File: config.mk
export PLATFORM = sky130hd
export DESIGN_NAME = seg_scan_driver
export DESIGN_NICKNAME = d
export VERILOG_FILES = /design/src/rtl/seg_pkg.sv /design/src/rtl/bin2bcd_iter.sv /design/src/rtl/seg_scan_driver.sv
export SDC_FILE = /design/constraint.sdc
export NUM_CORES = 1
export LEC_CHECK = 0
export BUFFER_PORTS_ARGS = -buffer_cell sky130_fd_sc_hd__buf_4
export CAP_MARGIN = 5
export CORE_MARGIN = 2
export CORE_UTILIZATION = 25
export CTS_CLUSTER_DIAMETER = 150
export DETAILED_ROUTE_END_ITERATION = 16
export GPL_ROUTABILITY_DRIVEN = 0
export REMOVE_ABC_BUFFERS = 1
export SETUP_SLACK_MARGIN = 0.5
export SLEW_MARGIN = 30
export SYNTH_ARGS = -nofsm -noshare
export SYNTH_HDL_FRONTEND = slang
export SYNTH_SLANG_ARGS = --single-unit
export TNS_END_PERCENT = 20
File: constraint.sdc
create_clock -name clk -period 4.6 [get_ports clk]
set_input_delay 0.23 -clock clk [delete_from_list [all_inputs] [get_ports clk]]
set_output_delay 0.23 -clock clk [all_outputs]
set_load 0.02 [all_outputs]
File: src/rtl/seg_pkg.sv
// seg_pkg -- shared constants and types for the seg_scan_driver slice.
//   SEG_BLANK / SEG_MINUS : special digit codes understood by the decoder
//   DIG_*                 : digit-select values driven on `en`
//   MAX_MAG               : largest magnitude that fits in three BCD digits
//   state_t               : conversion FSM states
package seg_pkg;

    localparam logic [3:0] SEG_BLANK = 4'd14;
    localparam logic [3:0] SEG_MINUS = 4'd15;

    localparam logic [1:0] DIG_UNITS    = 2'd0;
    localparam logic [1:0] DIG_TENS     = 2'd1;
    localparam logic [1:0] DIG_HUNDREDS = 2'd2;
    localparam logic [1:0] DIG_SIGN     = 2'd3;

    localparam int unsigned MAX_MAG = 999;

    typedef enum logic [1:0] {
        S_IDLE,
        S_ABS,
        S_SHIFT,
        S_COMMIT
    } state_t;

endpackage

File: src/rtl/bin2bcd_iter.sv
// bin2bcd_iter -- iterative double-dabble converter, one bit per cycle.
//   clk, rst_n : clock, synchronous active-low reset
//   start_i    : load bin_i and begin W iterations
//   bin_i      : unsigned binary input (value must be <= 999)
//   last_o     : high during the cycle in which the final iteration happens;
//                bcd_o is final from the following cycle on
//   bcd_o      : 12-bit packed BCD {hundreds, tens, units}
module bin2bcd_iter #(
    parameter int W = 11
) (
    input  logic         clk,
    input  logic         rst_n,
    input  logic         start_i,
    input  logic [W-1:0] bin_i,
    output logic         last_o,
    output logic [11:0]  bcd_o
);

    localparam int CNT_W = $clog2(W + 1);

    logic [W-1:0]     bin_q, bin_d;
    logic [11:0]      bcd_q, bcd_d, adj;
    logic [CNT_W-1:0] cnt_q, cnt_d;

    always_comb begin
        // add-3 correction on every nibble that would overflow past 9 when doubled
        adj = bcd_q;
        for (int i = 0; i < 3; i++) begin
            if (bcd_q[4*i +: 4] >= 4'd5) begin
                adj[4*i +: 4] = bcd_q[4*i +: 4] + 4'd3;
            end
        end

        bin_d = bin_q;
        bcd_d = bcd_q;
        cnt_d = cnt_q;
        if (start_i) begin
            bin_d = bin_i;
            bcd_d = '0;
            cnt_d = CNT_W'(W);
        end else if (cnt_q != '0) begin
            bcd_d = {adj[10:0], bin_q[W-1]};
            bin_d = {bin_q[W-2:0], 1'b0};
            cnt_d = cnt_q - 1'b1;
        end
    end

    always_ff @(posedge clk) begin
        if (!rst_n) begin
            bin_q <= '0;
            bcd_q <= '0;
            cnt_q <= '0;
        end else begin
            bin_q <= bin_d;
            bcd_q <= bcd_d;
            cnt_q <= cnt_d;
        end
    end

    assign last_o = !start_i && (cnt_q == CNT_W'(1));
    assign bcd_o  = bcd_q;

endmodule

File: src/rtl/seg_scan_driver.sv
// seg_scan_driver -- signed value to sign + 3 BCD digits, time-multiplexed
// onto a 4-digit common-anode display decoder.
//   clk, rst_n : clock, synchronous active-low reset
//   value      : signed (two's complement) value, captured on load when idle
//   load       : one-cycle capture strobe, ignored while busy
//   busy       : conversion in progress
//   en         : digit select (3 sign, 2 hundreds, 1 tens, 0 units)
//   num        : digit code (0-9, 14 blank/plus, 15 minus)
// Optional: define SEG_LEAD_ZERO_BLANK_EN to blank leading zeros on commit.
module seg_scan_driver
    import seg_pkg::*;
#(
    parameter int CLK_HZ     = 100000000,
    parameter int REFRESH_HZ = 1000,
    parameter int DATA_W     = 11
) (
    input  logic              clk,
    input  logic              rst_n,
    input  logic [DATA_W-1:0] value,
    input  logic              load,
    output logic              busy,
    output logic [1:0]        en,
    output logic [3:0]        num
);

    localparam int DIV   = CLK_HZ / REFRESH_HZ;
    localparam int CNT_W = $clog2(DIV);

    state_t              state_q, state_d;
    logic [DATA_W-1:0]   val_q;
    logic [DATA_W:0]     mag_full;
    logic [DATA_W-1:0]   mag_sat;
    logic                bcd_last;
    logic [11:0]         bcd;
    logic [3:0][3:0]     sh_q, sh_d;
    logic [CNT_W-1:0]    rcnt_q, rcnt_d;
    logic [1:0]          en_q, en_d;
    logic [3:0]          num_q, num_d;

    // one extra bit so that the most negative input has a representable magnitude
    always_comb begin
        if (val_q[DATA_W-1]) mag_full = -{val_q[DATA_W-1], val_q};
        else                 mag_full = {1'b0, val_q};
        if (mag_full > (DATA_W+1)'(MAX_MAG)) mag_sat = DATA_W'(MAX_MAG);
        else                                 mag_sat = mag_full[DATA_W-1:0];
    end

    bin2bcd_iter #(.W(DATA_W)) u_bcd (
        .clk     (clk),
        .rst_n   (rst_n),
        .start_i (state_q == S_ABS),
        .bin_i   (mag_sat),
        .last_o  (bcd_last),
        .bcd_o   (bcd)
    );

    always_comb begin
        state_d = state_q;
        case (state_q)
            S_IDLE:   if (load) state_d = S_ABS;
            S_ABS:    state_d = S_SHIFT;
            S_SHIFT:  if (bcd_last) state_d = S_COMMIT;
            S_COMMIT: state_d = S_IDLE;
            default:  state_d = S_IDLE;
        endcase
    end

    always_comb begin
        sh_d = sh_q;
        if (state_q == S_COMMIT) begin
            sh_d[DIG_SIGN]     = val_q[DATA_W-1] ? SEG_MINUS : SEG_BLANK;
            sh_d[DIG_HUNDREDS] = bcd[11:8];
            sh_d[DIG_TENS]     = bcd[7:4];
            sh_d[DIG_UNITS]    = bcd[3:0];
`ifdef SEG_LEAD_ZERO_BLANK_EN
            if (bcd[11:8] == 4'd0) sh_d[DIG_HUNDREDS] = SEG_BLANK;
            if (bcd[11:4] == 8'd0) sh_d[DIG_TENS]     = SEG_BLANK;
`endif
        end
    end

    // num follows the next-state shadow so a commit shows up without waiting for a tick
    always_comb begin
        rcnt_d = rcnt_q + 1'b1;
        en_d   = en_q;
        if (rcnt_q == CNT_W'(DIV - 1)) begin
            rcnt_d = '0;
            en_d   = en_q + 2'd1;
        end
        num_d = sh_d[en_d];
    end

    always_ff @(posedge clk) begin
        if (!rst_n) begin
            state_q <= S_IDLE;
            val_q   <= '0;
            sh_q    <= {SEG_BLANK, 4'd0, 4'd0, 4'd0};
            rcnt_q  <= '0;
            en_q    <= '0;
            num_q   <= '0;
        end else begin
            state_q <= state_d;
            if (state_q == S_IDLE && load) val_q <= value;
            sh_q    <= sh_d;
            rcnt_q  <= rcnt_d;
            en_q    <= en_d;
            num_q   <= num_d;
        end
    end

    assign busy = (state_q != S_IDLE);
    assign en   = en_q;
    assign num  = num_q;

endmodule

==> metrics.txt <==
status complete, no violations; Setup Buffers After CTS 0; TritonCTS buffer count 9; placed insts 712; library cells used by synthesis 61; Skew-Pair Late Insertion Delay 330 ps; hold_buf cts 0; Vias 3377; Critical Path Source Type flip-flop; Tmin final 2400 ps; layout cell share with drive strength beyond 1 0.120; Max Fclk 416 MHz; final WL 8580 um; Root Driver clkbuf_16; register area 1580 um2; Hold Path Class input pin to flip-flop; pwr/cell area about 450 nW/um2; GRT Overall Usage 0.101; critical path type flip-flop to flip-flop; CTS max path bufs 2; final worst-path cycle share 0.523; Critical Path Sink Type flip-flop; top_reg_cell synth dfxtp_1; total grt overflow 0; fin cells 728; First-pass DRT Iterations 4; actual slew at the worst max-slew pin ~830 ps; Pwr Total 2.14 mW; maximum number of pins on one net before global-route repair 31; Chip Height around 130 um; drt wl/cell 11.8 um; most common cell after layout, fill and taps aside dfxtp_1; CTS tree done; Final ANT Viol Nets 0; RSZ-0062 raised after global routing false; post-route design area 4780 um2; num ports 21; Final Hold Fails 0; vias in the first global route 3150; Avg Inst Size Synth between 8 and 9 um2; Mapped Cells 494; Layout Skew around 6.6 ps; Post-synth EDFFs 0; row count 47; Clock H-tree levels 3; CP arrival between 2000 and 3000 ps; initial core utilization 0.253; Post-synth ARST share 0; initial drt markers 226; first-pass GRT wire length about 15000 um; Synth Cell Area 4150 um2; area occupied by multi-input gates 2390 um2; Rel. slew slack 0.439; Setup WS post-layout approximately 2200 ps; crit-path max FO 7; CP required roughly 4800 ps; most frequent cells in the layout 78 x dfxtp_1, 59 x nor2_1, 59 x nand2_1; Ys Warns 0; core area roughly 16000 um2; CTS Sinks 79; final setup TNS 0 ps; HPWL Detailed roughly 6000 um; setup violators final 0; Yosys reg bits 79; dpl cell area 4480 um2; DIE AREA 17600 um2; diode count 0; Avg Vias per Cell 4.64; Die Span X 133 um; setup slack, reg-to-reg 2200 ps; worst IR drop on VDD 0.000204 V; clock-pin transition on the worst setup and hold timing paths 60 ps; Remaining DRCs 0; Leakage Power 1.74 nW; final slew viol count 0; initial antenna violation count 0; PortBufs 20; max-cap violation count 0; CTS-repair resized insts 0; # fillers 1766; Syn-to-layout area delta 15.3%; Post-layout nets 530; register area share after synthesis 0.381; pre-CTS setup slack 2190 ps
==> cell type report <==
class / instances / area share
multi-input combinational: 374 / 0.500
sequential: 79 / 0.331
tap: 220 / 0.0575
clock buffer: 11 / 0.0507
timing repair buffer: 23 / 0.0361
inverter: 16 / 0.0126
clock inverter: 5 / 0.0118
==> cell families (layout without fill, tap and decap cells) <==
family / count (synthesis) / in the layout / share of synthesized area
XOR/XNOR: 25 / 25 / 0.0528
AO/OA/AOI/OAI: 106 / 106 / 0.161
AND/OR/NAND/NOR: 205 / 205 / 0.246
multiplexers: 25 / 25 / 0.0736
flip-flops: 79 / 79 / 0.381
buffers and inverters: 41 / 55 / 0.0464
adder cells (fa/ha/maj): 13 / 13 / 0.0392
==> synth_stat cells (3+ instances only) <==
cell	instances	share of area
a21o_1	6	0.011
a21oi_1	42	0.051
a31oi_1	3	0.0045
and2_1	6	0.0090
and3_1	5	0.0075
buf_1	4	0.0036
clkbuf_1	13	0.012
dfxtp_1	79	0.38
ha_1	13	0.039
inv_1	14	0.013
mux2_2	4	0.011
mux2i_1	17	0.041
mux4_2	4	0.022
nand2_1	59	0.053
nand2b_1	8	0.012
nand3_1	19	0.023
nand4_1	4	0.0060
nor2_1	59	0.053
nor2b_1	3	0.0045
nor3_1	14	0.017
nor3b_1	5	0.0090
nor4_1	3	0.0045
o211a_1	3	0.0072
o211ai_1	5	0.0090
o21ai_0	17	0.021
o22ai_1	7	0.011
o31ai_1	8	0.014
or3_1	4	0.0060
xnor2_1	12	0.025
xor2_1	13	0.027
==> flip-flops by register name, indices dropped and copies added, names as in the netlist <==
register / count
rcnt_q: 17
sh_q: 16
u_bcd.bcd_o: 12
u_bcd.bin_q: 11
val_q: 11
num: 4
u_bcd.cnt_q: 4
en: 2
state_q: 2
==> worst max-delay path, cell delays in order, from the launching register on <==
cell,delay (ps)
dfxtp_1,390
ha_1,260
nand2_1,120
or4_1,660
nor2_4,290
mux2_2,380
o211a_1,200
==> power breakdown <==
group | leakage, nW | internal, mW | total (mW) | switching [mW]
clock | 0.146 | 0.435 | 0.715 | 0.280
combinational | 0.950 | 0.221 | 0.580 | 0.360
sequential | 0.642 | 0.766 | 0.847 | 0.0813
total | 1.74 | 1.42 | 2.14 | 0.720
==> per-layer routing <==
| metal | track usage | share of wire | up-vias |
|---|---|---|---|
| li1 | - | - | 1758 |
| met3 | 0.0261 | 0.034 | 11 |
| met4 | 0.0281 | 0.011 | 0 |
| met1 | 0.135 | 0.52 | 1564 |
| met2 | 0.162 | 0.44 | 44 |
| met5 | 0 | 0 | - |
==> path summary, 6_finish.rpt <==
kind	start	endpoint	depth (start not counted)
min	value[0]	val_q[0]	3
min reg2reg	sh_q[14]	sh_q[14]	1
max	rcnt_q[0]	num[0]	6
max reg2reg	rcnt_q[0]	num[0]	6
==> metrics by stage <==
step                hold slack, ps  utilization
floorplan                      352            -
global placement               426        0.273
detailed placement             432        0.273
CTS                            128        0.291
global route                   136        0.292
finish                         139        0.292
No activity file was read; power rests on OpenSTA's default activity.
